## config.mk

```make
export PLATFORM = sky130hd
export DESIGN_NAME = mux_scan_sequencer
export DESIGN_NICKNAME = d
export VERILOG_FILES = /design/src/rtl/mux_scan_sequencer.sv
export SDC_FILE = /design/constraint.sdc
export NUM_CORES = 1
export LEC_CHECK = 0
export BUFFER_PORTS_ARGS = -buffer_cell sky130_fd_sc_hd__buf_2
export CAP_MARGIN = 5
export CELL_PAD_IN_SITES_DETAIL_PLACEMENT = 1
export CELL_PAD_IN_SITES_GLOBAL_PLACEMENT = 1
export CORE_UTILIZATION = 30
export CTS_CLUSTER_DIAMETER = 50
export DETAILED_ROUTE_END_ITERATION = 7
export PLACE_DENSITY_LB_ADDON = 0.1
export SETUP_SLACK_MARGIN = 0.1
export SLEW_MARGIN = 20
export SYNTH_ARGS = -nofsm -noshare
export SYNTH_HDL_FRONTEND = slang
export SYNTH_SLANG_ARGS = --single-unit
```

## constraint.sdc

```tcl
create_clock -name clk -period 3.8 [get_ports clk]
set_input_delay 0.38 -clock clk [delete_from_list [all_inputs] [get_ports clk]]
set_output_delay 0.38 -clock clk [all_outputs]
set_load 0.05 [all_outputs]
```

## src/rtl/mux_scan_sequencer.sv

```systemverilog
// mux_scan_sequencer
// Upstream driver for an 8:1 select mux. It takes one 8-bit word over a
// valid/ready handshake and holds it on the mux data bus i. It then steps the
// 3-bit select s through all eight positions, so the mux serialises the word.
// The bit_valid, first and last strobes frame each serial bit for the consumer.
//
// Handshake: a word transfers on a rising clk edge where in_valid and in_ready
// are both high. in_ready is combinational and never depends on in_valid. It
// is high when idle, on the final beat of a word, and whenever abort is high.
// While in_ready is low, the source holds in_valid and in_data stable.
module mux_scan_sequencer #(
    parameter int DWELL     = 1,     // cycles each select value is held (>=1)
    parameter bit MSB_FIRST = 1'b0   // 0: sel 0->7, 1: sel 7->0
) (
    input  logic       clk,
    input  logic       rst_n,
    input  logic [7:0] in_data,
    input  logic       in_valid,
    output logic       in_ready,
    input  logic       abort,
    output logic [2:0] s,
    output logic [7:0] i,
    output logic       bit_valid,
    output logic       first,
    output logic       last
);

    localparam int CW_RAW = $clog2(DWELL + 1);
    localparam int CW     = (CW_RAW < 1) ? 1 : CW_RAW;

    localparam logic [2:0]    START_SEL  = MSB_FIRST ? 3'd7 : 3'd0;
    localparam logic [2:0]    END_SEL    = MSB_FIRST ? 3'd0 : 3'd7;
    localparam logic [CW-1:0] DWELL_LAST = CW'(DWELL - 1);

    typedef enum logic {
        IDLE = 1'b0,
        SCAN = 1'b1
    } state_t;

    state_t        state;
    logic [CW-1:0] dwell_cnt;
    logic          beat_end;
    logic          word_end;
    logic          accept;
    logic [2:0]    next_sel;

    // Beat and word boundaries, handshake, and the next select position.
    assign beat_end = (dwell_cnt == DWELL_LAST);
    assign word_end = (state == SCAN) & beat_end & last;
    assign in_ready = (state == IDLE) | word_end | abort;
    assign accept   = in_valid & in_ready;
    assign next_sel = MSB_FIRST ? (s - 3'd1) : (s + 3'd1);

    // Scan FSM. A new word loads first, then abort or end of word returns to
    // idle, and otherwise the select advances one position per beat.
    always_ff @(posedge clk or negedge rst_n) begin
        if (!rst_n) begin
            state     <= IDLE;
            s         <= START_SEL;
            i         <= 8'h00;
            dwell_cnt <= '0;
            bit_valid <= 1'b0;
            first     <= 1'b0;
            last      <= 1'b0;
        end else if (accept) begin
            // Also covers back-to-back and abort-with-new-word: no bubble.
            state     <= SCAN;
            s         <= START_SEL;
            i         <= in_data;
            dwell_cnt <= '0;
            bit_valid <= 1'b1;
            first     <= 1'b1;
            last      <= 1'b0;
        end else if (abort || word_end) begin
            // i keeps the last word so the mux input stays quiet.
            state     <= IDLE;
            s         <= START_SEL;
            dwell_cnt <= '0;
            bit_valid <= 1'b0;
            first     <= 1'b0;
            last      <= 1'b0;
        end else if (state == SCAN) begin
            if (!beat_end) begin
                dwell_cnt <= dwell_cnt + CW'(1);
            end else begin
                // Not the last beat here, so s cannot wrap within a word.
                dwell_cnt <= '0;
                s         <= next_sel;
                first     <= 1'b0;
                last      <= (next_sel == END_SEL);
            end
        end
    end

endmodule

```

==> qor.txt, run 1 <==
Post-synthesis net count: 58
Met1 Track Usage GR: 0.155
Pwr Density: 465 mW/mm2
I/O Pins: 27
Wire per inst: 11.5 um
Min-Delay Path Depth: 2
Clk pwr share: 0.206
GR Util met2: 0.162
Final Routed Wirelength: 1160 um
Initial core utilization: 0.320
Post-CTS setup buffer count: 0
Commonest non-fill, non-tap cell in the layout: buf_2
Switching share of power: 0.365
Worst hold margin: 0.339 ns
Final Hold Violating Endpoints: 0
Post-synthesis mux area share: 0.207
Die footprint: 0.00228 mm2
Drt via density: 4.40
Slew Viols, Final: 0
Die Span Y: 47.8 um
Switching power: 140 uW
Cts bufs inserted: 3
Maxcap violations: 0
Mapped Area: 628 um2
CP Max Fanout: 5
Status: finished clean
Synth area leaders: dfrtp_1 (56%), mux2_4 (19%), ha_1 (4.0%)
Number of global-route vias before repair: 400
Critical Path Start Type: flip-flop
DP HPWL: 910 um
Worst skew pair latency: 0.26 ns
Max VDD drop: 0.000258 V
Largest family of logic cells by synthesized area: multiplexers
Number of distinct library cells after synthesis: 15
DR pass1 iterations: 3
Syn. warnings: 0
Layout net count: 90
Worst path bufs/invs: 1
Levels on crit path: 2
Flops & latches, synth: 14
Leak: 0.444 nW
Clock Pin Slew Worst Setup and Hold Paths: 0.08 ns
Post-Synth Adder-Cell Area: 0.0398
Final setup fails: 0
R2R cell count: 3
Final min period: 1.72 ns
GRT Resource Usage Total: 0.112
Commonest cells after routing, fill and taps aside: buf_2 (26), dfrtp_1 (14), mux2_4 (8)
Gr busiest metal: met2
Least-Margin Pin Slew: 0.314 ns
GR Layer Usage met3: 0.0340
Setup TNS Final: 0 ns
Final period utilization: 0.454
H-tree levels: 1
First-pass GRT wire length: 1720 um
Delay-heaviest family, CP: simple AND/OR/NAND/NOR gates
Critical path class: reg2out
XOR/XNOR Fraction of Synth Area: 0.0139
Fmax: 580 MHz
Core area: 0.00196 mm2
Max-Slew Margin vs Limit: 0.790
Initial antenna violation count: 0
Total number of vias: 444
Share of the synthesized area in the top cell type: 0.558
Comb power frac: 0.337
Syn avg cell area: 14.3 um2
CTS root buf: clkbuf_4
WP data arrival: 1.34 ns
Register share of total power: 0.457
Largest net degree at the start of global routing: 15
Setup crit end kind: primary output
Sequential share of the synthesized area: 0.558
Antenna fix cells: 0
CTS tree: done
Slowest cell delay on critical path: 0.43 ns
Die width: 47.8 um
Setup Skew: 0.00127 ns
Row cnt: 16
Slowest-stage cell, CP: or3b_4
Drt drc: 0
Routed Antenna Nets: 0
Fraction of layout cells with a size suffix above 1: 0.527
Mapped Cells: 44
RSZ-0062 raised after global routing: false
Worst Path Required: 3.42 ns
I/O Buffers: 26
Top cell type by total area after synthesis: dfrtp_1
CTS sink count: 14
Internal: 244 uW
GR Overflow Total: 0
Layout area overhead: 31.3%
Compound-cell area share of the yosys netlist: 0.0618
Hold Path Class: in2reg
Clock Path Buffers: 2
Simple-gate share of the synthesized area: 0.102
Routability Congestion: 0.699
Cell Chain, Critical Path: or3b_4, buf_2
Iter 0 DRT Violations: 4
==> area by class of cell <==
| cell class | count | area [um2] |
|---|---|---|
| Clock buffer | 3 | 22.5 |
| Fill cell | 245 | 1140 |
| Inverter | 3 | 11.3 |
| Multi-Input combinational cell | 27 | 267 |
| Sequential cell | 14 | 350 |
| Tap cell | 27 | 33.8 |
| Timing Repair Buffer | 27 | 140 |
==> state kept, by name, indices dropped and copies added (netlist names) <==
register	count
last	1
s	3
i	8
first	1
state	1
==> synth_stat cells <==
master	n
dfrtp_1	14
mux2_4	8
nor2_1	5
inv_1	3
a22oi_1	2
ha_1	2
o21ai_0	2
a21oi_1	1
a32oi_1	1
mux2i_1	1
nand2_8	1
nor2b_1	1
or2b_1	1
or3b_4	1
xor2_1	1
==> metal layers <==
| metal | wire length, um | up-vias |
|---|---|---|
| met3 | 78 | 0 |
| met4 | 0 | 0 |
| met1 | 521 | 216 |
| li1 | - | 211 |
| met2 | 558 | 17 |
| met5 | 0 | - |
==> logic make-up after synthesis <==
group	Yosys count
compound gates	6
mux	9
xor+xnor	1
buf+inv	3
simple gates	9
fa+ha+maj	2
flops	14
==> timing repair <==
action | 4_1_cts | 5_1_grt
hold endpoints to repair | 7 | 0
gates resized for setup | 0 | 0
hold buffers | 1 | 0
==> path summary, 6_finish.rpt <==
path | from | to | slack [ns]
max reg2reg | last | i[4] | 2.40
min reg2reg | i[3] | i[3] | 0.51
max in group asynchronous | rst_n | i[5] | 3.02
min in group asynchronous | rst_n | s[0] | 0.54
min | in_data[0] | i[0] | 0.34
max | last | in_ready | 2.08
==> through the flow <==
stage / std cells / area [um2] / util / total power, mW / setup WS, ns
2_1_floorplan: 44 / 628 / - / 0.274 / 2.03
3_3_place_gp: 97 / 792 / 0.404 / 0.307 / 2.23
3_5_place_dp: 97 / 792 / 0.404 / 0.308 / 2.23
4_1_cts: 101 / 825 / 0.420 / 0.390 / 2.05
5_1_grt: 101 / 825 / 0.420 / 0.403 / 2.03
6_report: 101 / 825 / 0.420 / 0.383 / 2.08
==> power groups by stage <==
stage               clock (mW)  sequential (mW)  combinational (mW)
finish                  0.0791            0.175               0.129
global route            0.0883            0.178               0.137
CTS                     0.0837            0.176               0.131
detailed placement           0            0.178               0.130
global placement             0            0.178               0.128
floorplan                    0            0.236              0.0380
Power figures use the tool's default switching activity.
==> run 2: changes to the inputs <==
- ABC_AREA: unset -> 1
- clock period: 3.8 -> 1.6 ns (I/O delays scaled with it)
==> run 2 against run 1 <==
Sequential power is 140% higher. Synthesized cell count is 61% higher. Global-route usage is 4.2 points higher. Non-clock buffer count stayed put. Synthesized area is 2.0% lower. Critical path depth is 1 higher. Highest routed layer is now met4. Sequential share of layout area is 1.1 points higher. Via count is 25% higher. First-iteration DRC count is 50% lower. Final cell count is 25% higher. Wire length is 23% higher. Core utilization is 0.66 points lower.
==> qor.txt, run 2 <==
Largest net degree at the start of global routing: 15 (unchanged)
Post-synth EDFFs: 0 (unchanged)
Hold Path Class: in2reg
Worst path bufs/invs: 2 (+1)
Number of distinct library cells after synthesis: 12 (-3)
Syn avg cell area: 8.67 um2 (-39%)
WP data arrival: 1.16 ns (-0.18 ns)
Final setup fails: 0 (unchanged)
Pwr Density: 1110 mW/mm2 (+140%)
Layout area overhead: 30.5%
Top cell type by total area after synthesis: dfrtp_1
Worst reg2reg path startpoint: last
Finished Layout Cells: 126 (+25%)
Antenna fix cells: 0 (unchanged)
Worst Path Required: 1.44 ns (-1.98 ns)
Critical path class: reg2out
Fmax: 757 MHz
Cell Area, Placed: 761 um2 (-3.9%)
Cell Chain, Critical Path: inv_1, nand3_4, buf_4
CTS root buf: clkbuf_4
Share of the synthesized area in the top cell type: 0.569 (+0.0113)
Switching share of power: 0.391 (+0.0257)
Flops & latches, synth: 14 (unchanged)
Clk pwr share: 0.215 (+0.009)
Critical Path Start Type: flip-flop
DR pass1 iterations: 4 (+1)
Slew Viols, Final: 0 (unchanged)
Worst skew pair latency: 0.27 ns (about the same)
Slowest-stage cell, CP: dfrtp_1
First-pass GRT wire length: 2320 um (+35%)
Fraction of layout cells with a size suffix above 1: 0.323 (-0.204)
Worst Hold Path EP: i[6]
Final min period: 1.32 ns
Core area: 0.00194 mm2 (-1.0%)
Final WS setup: 0.279 ns (-1.80 ns)
Internal reg-to-reg setup slack: 0.54 ns (-1.86 ns)
Leak: 0.471 nW (+6.1%)
Register share of total power: 0.465 (+0.008)
CTS tree: done
Max-Slew Margin vs Limit: 0.783 (-0.00717)
Final period utilization: 0.825
DP HPWL: 1120 um (+23%)
GR Overflow Total: 0 (unchanged)
Clock Path Buffers: 2 (unchanged)
Dominant synthesized flop cell: dfrtp_1
RSZ-0062 raised after global routing: false
Placed cells: 122 (+26%)
Largest registers: i: 8 flops, s: 3 flops
Die width: 47.3 um (-0.95%)
Number of global-route vias before repair: 522 (+31%)
Commonest cells after routing, fill and taps aside: nand2_1 (31), buf_2 (25), dfrtp_1 (14)
Commonest non-fill, non-tap cell in the layout: nand2_1
Post-synth top cells: nand2_1 (31), dfrtp_1 (14), nand3_1 (9)
Setup TNS Final: 0 ns (unchanged)
Reg with most FFs: i
CP Launch Point: last
GRT Resource Usage Total: 0.154 (+0.0415)
Iter 0 DRT Violations: 2 (-2)
I/O Pins: 27 (unchanged)
Cts bufs inserted: 3 (unchanged)
Max FFs per register: 8 (unchanged)
Status: finished clean
FF-to-FF End: first
Comb power frac: 0.320 (-0.017)
Mapped Cells: 71 (+61%)
Wire per inst: 11.3 um (-1.3%)
Design area: 803 um2 (-2.6%)
Hold path start: in_data[6]
Setup crit end kind: primary output
Routed Antenna Nets: 0 (unchanged)
Switching power: 348 uW (+150%)
Post-synthesis net count: 85 (+47%)
Internal: 544 uW (+120%)
H-tree levels: 1 (unchanged)
Synth async-reset ratio: 1.00 (unchanged)
Drt via density: 4.40 (+0.20%)
Clock Pin Slew Worst Setup and Hold Paths: 0.08 ns (about the same)
Synth area leaders: dfrtp_1 (57%), nand2_1 (19%), nand3_1 (7.3%)
Post-CTS setup buffer count: 0 (unchanged)
Setup Skew: 0.000467 ns (-0.000807 ns)
Drt drc: 0 (unchanged)
Mapped Area: 616 um2 (-2.0%)
I/O Buffers: 26 (unchanged)
Final Hold Violating Endpoints: 0 (unchanged)
Total number of vias: 555 (+25%)
Die footprint: 0.00224 mm2 (-1.9%)
Sequential share of the synthesized area: 0.569 (+0.0113)
CP Max Fanout: 11 (+6)
Initial antenna violation count: 0 (unchanged)
Min-Delay Path Depth: 3 (+1)
CTS sink count: 14 (unchanged)
Die Span Y: 47.3 um (-0.95%)
Syn. warnings: 0 (unchanged)
Slowest cell delay on critical path: 0.41 ns (-0.02 ns)
Routability Congestion: 0.677 (-3.1%)
R2R cell count: 4 (+1)
Row cnt: 16 (unchanged)
Initial core utilization: 0.317 (-0.00314)
Final Routed Wirelength: 1430 um (+23%)
Max VDD drop: 0.000470 V (+82%)
Least-Margin Pin Slew: 0.325 ns (+0.0108 ns)
Maxcap violations: 0 (unchanged)
Worst slack, placed: 0.457 ns (-1.77 ns)
Layout net count: 115 (+28%)
Most frequent cell after synthesis: nand2_1
Delay-heaviest family, CP: flip-flops
## run 2: changes by cell type after synthesis, moves of 2 or more
cell and delta:
nand3_1 +9, inv_1 +3, a22oi_1 -2, nand2_1 +31, mux2_4 -8, nor2_1 -3
## run 2: how the worst max path moves through the flow
stage / end / slack (ns) / cells after the start
2_1_floorplan: i[0] / 0.30 / 5
3_3_place_gp: in_ready / 0.50 / 3
3_5_place_dp: i[0] / 0.46 / 5
4_1_cts: in_ready / 0.16 / 3
5_1_grt: in_ready / 0.20 / 3
6_report: in_ready / 0.28 / 3
## run 2: what timing repair did
action	4_1_cts	5_1_grt
hold buffers	1	0
hold endpoints to repair	14	0
setup endpoints to repair	0	1
resized for setup	0	3
## run 2: cells by family after synthesis
group	share of synthesized area
simple gates	0.301
fa+ha+maj	0.0406
compound gates	0.0163
flops	0.569
buf+inv	0.0732
## run 2: worst min-delay path: cells and delay by family
family,cells,cell delay (ns)
buffers and inverters,1,0.08
AND/OR/NAND/NOR,2,0.12
## run 2: area by class of cell
class	count	area, um2
Inverter	7	26.3
Timing Repair Buffer	27	143
Sequential cell	14	350
Clock buffer	3	22.5
Tap cell	27	33.8
Multi-Input combinational cell	48	228
Fill cell	262	1140
## run 2: routing by layer
metal,track usage,part of all wire,vias to the layer above
li1,-,-,274
met1,0.195,0.42,264
met2,0.241,0.53,15
met3,0.0346,0.043,2
met4,0.0857,0.0091,0
met5,0,0,-
## run 2: metrics by stage
step	power (mW)	hold WS (ns)	utilization
after floorplan	0.630	-0.136	-
after global placement	0.701	0.0797	0.392
after detailed placement	0.706	0.0791	0.392
after CTS	0.904	0.111	0.409
after global routing	0.949	0.130	0.414
final	0.892	0.119	0.414
## run 2: power groups by stage
| stage | clock (mW) | combinational (mW) | sequential, mW |
|---|---|---|---|
| floorplan | 0 | 0.0714 | 0.558 |
| global placement | 0 | 0.280 | 0.421 |
| detailed placement | 0 | 0.285 | 0.421 |
| CTS | 0.202 | 0.287 | 0.415 |
| global route | 0.220 | 0.310 | 0.420 |
| finish | 0.192 | 0.285 | 0.415 |
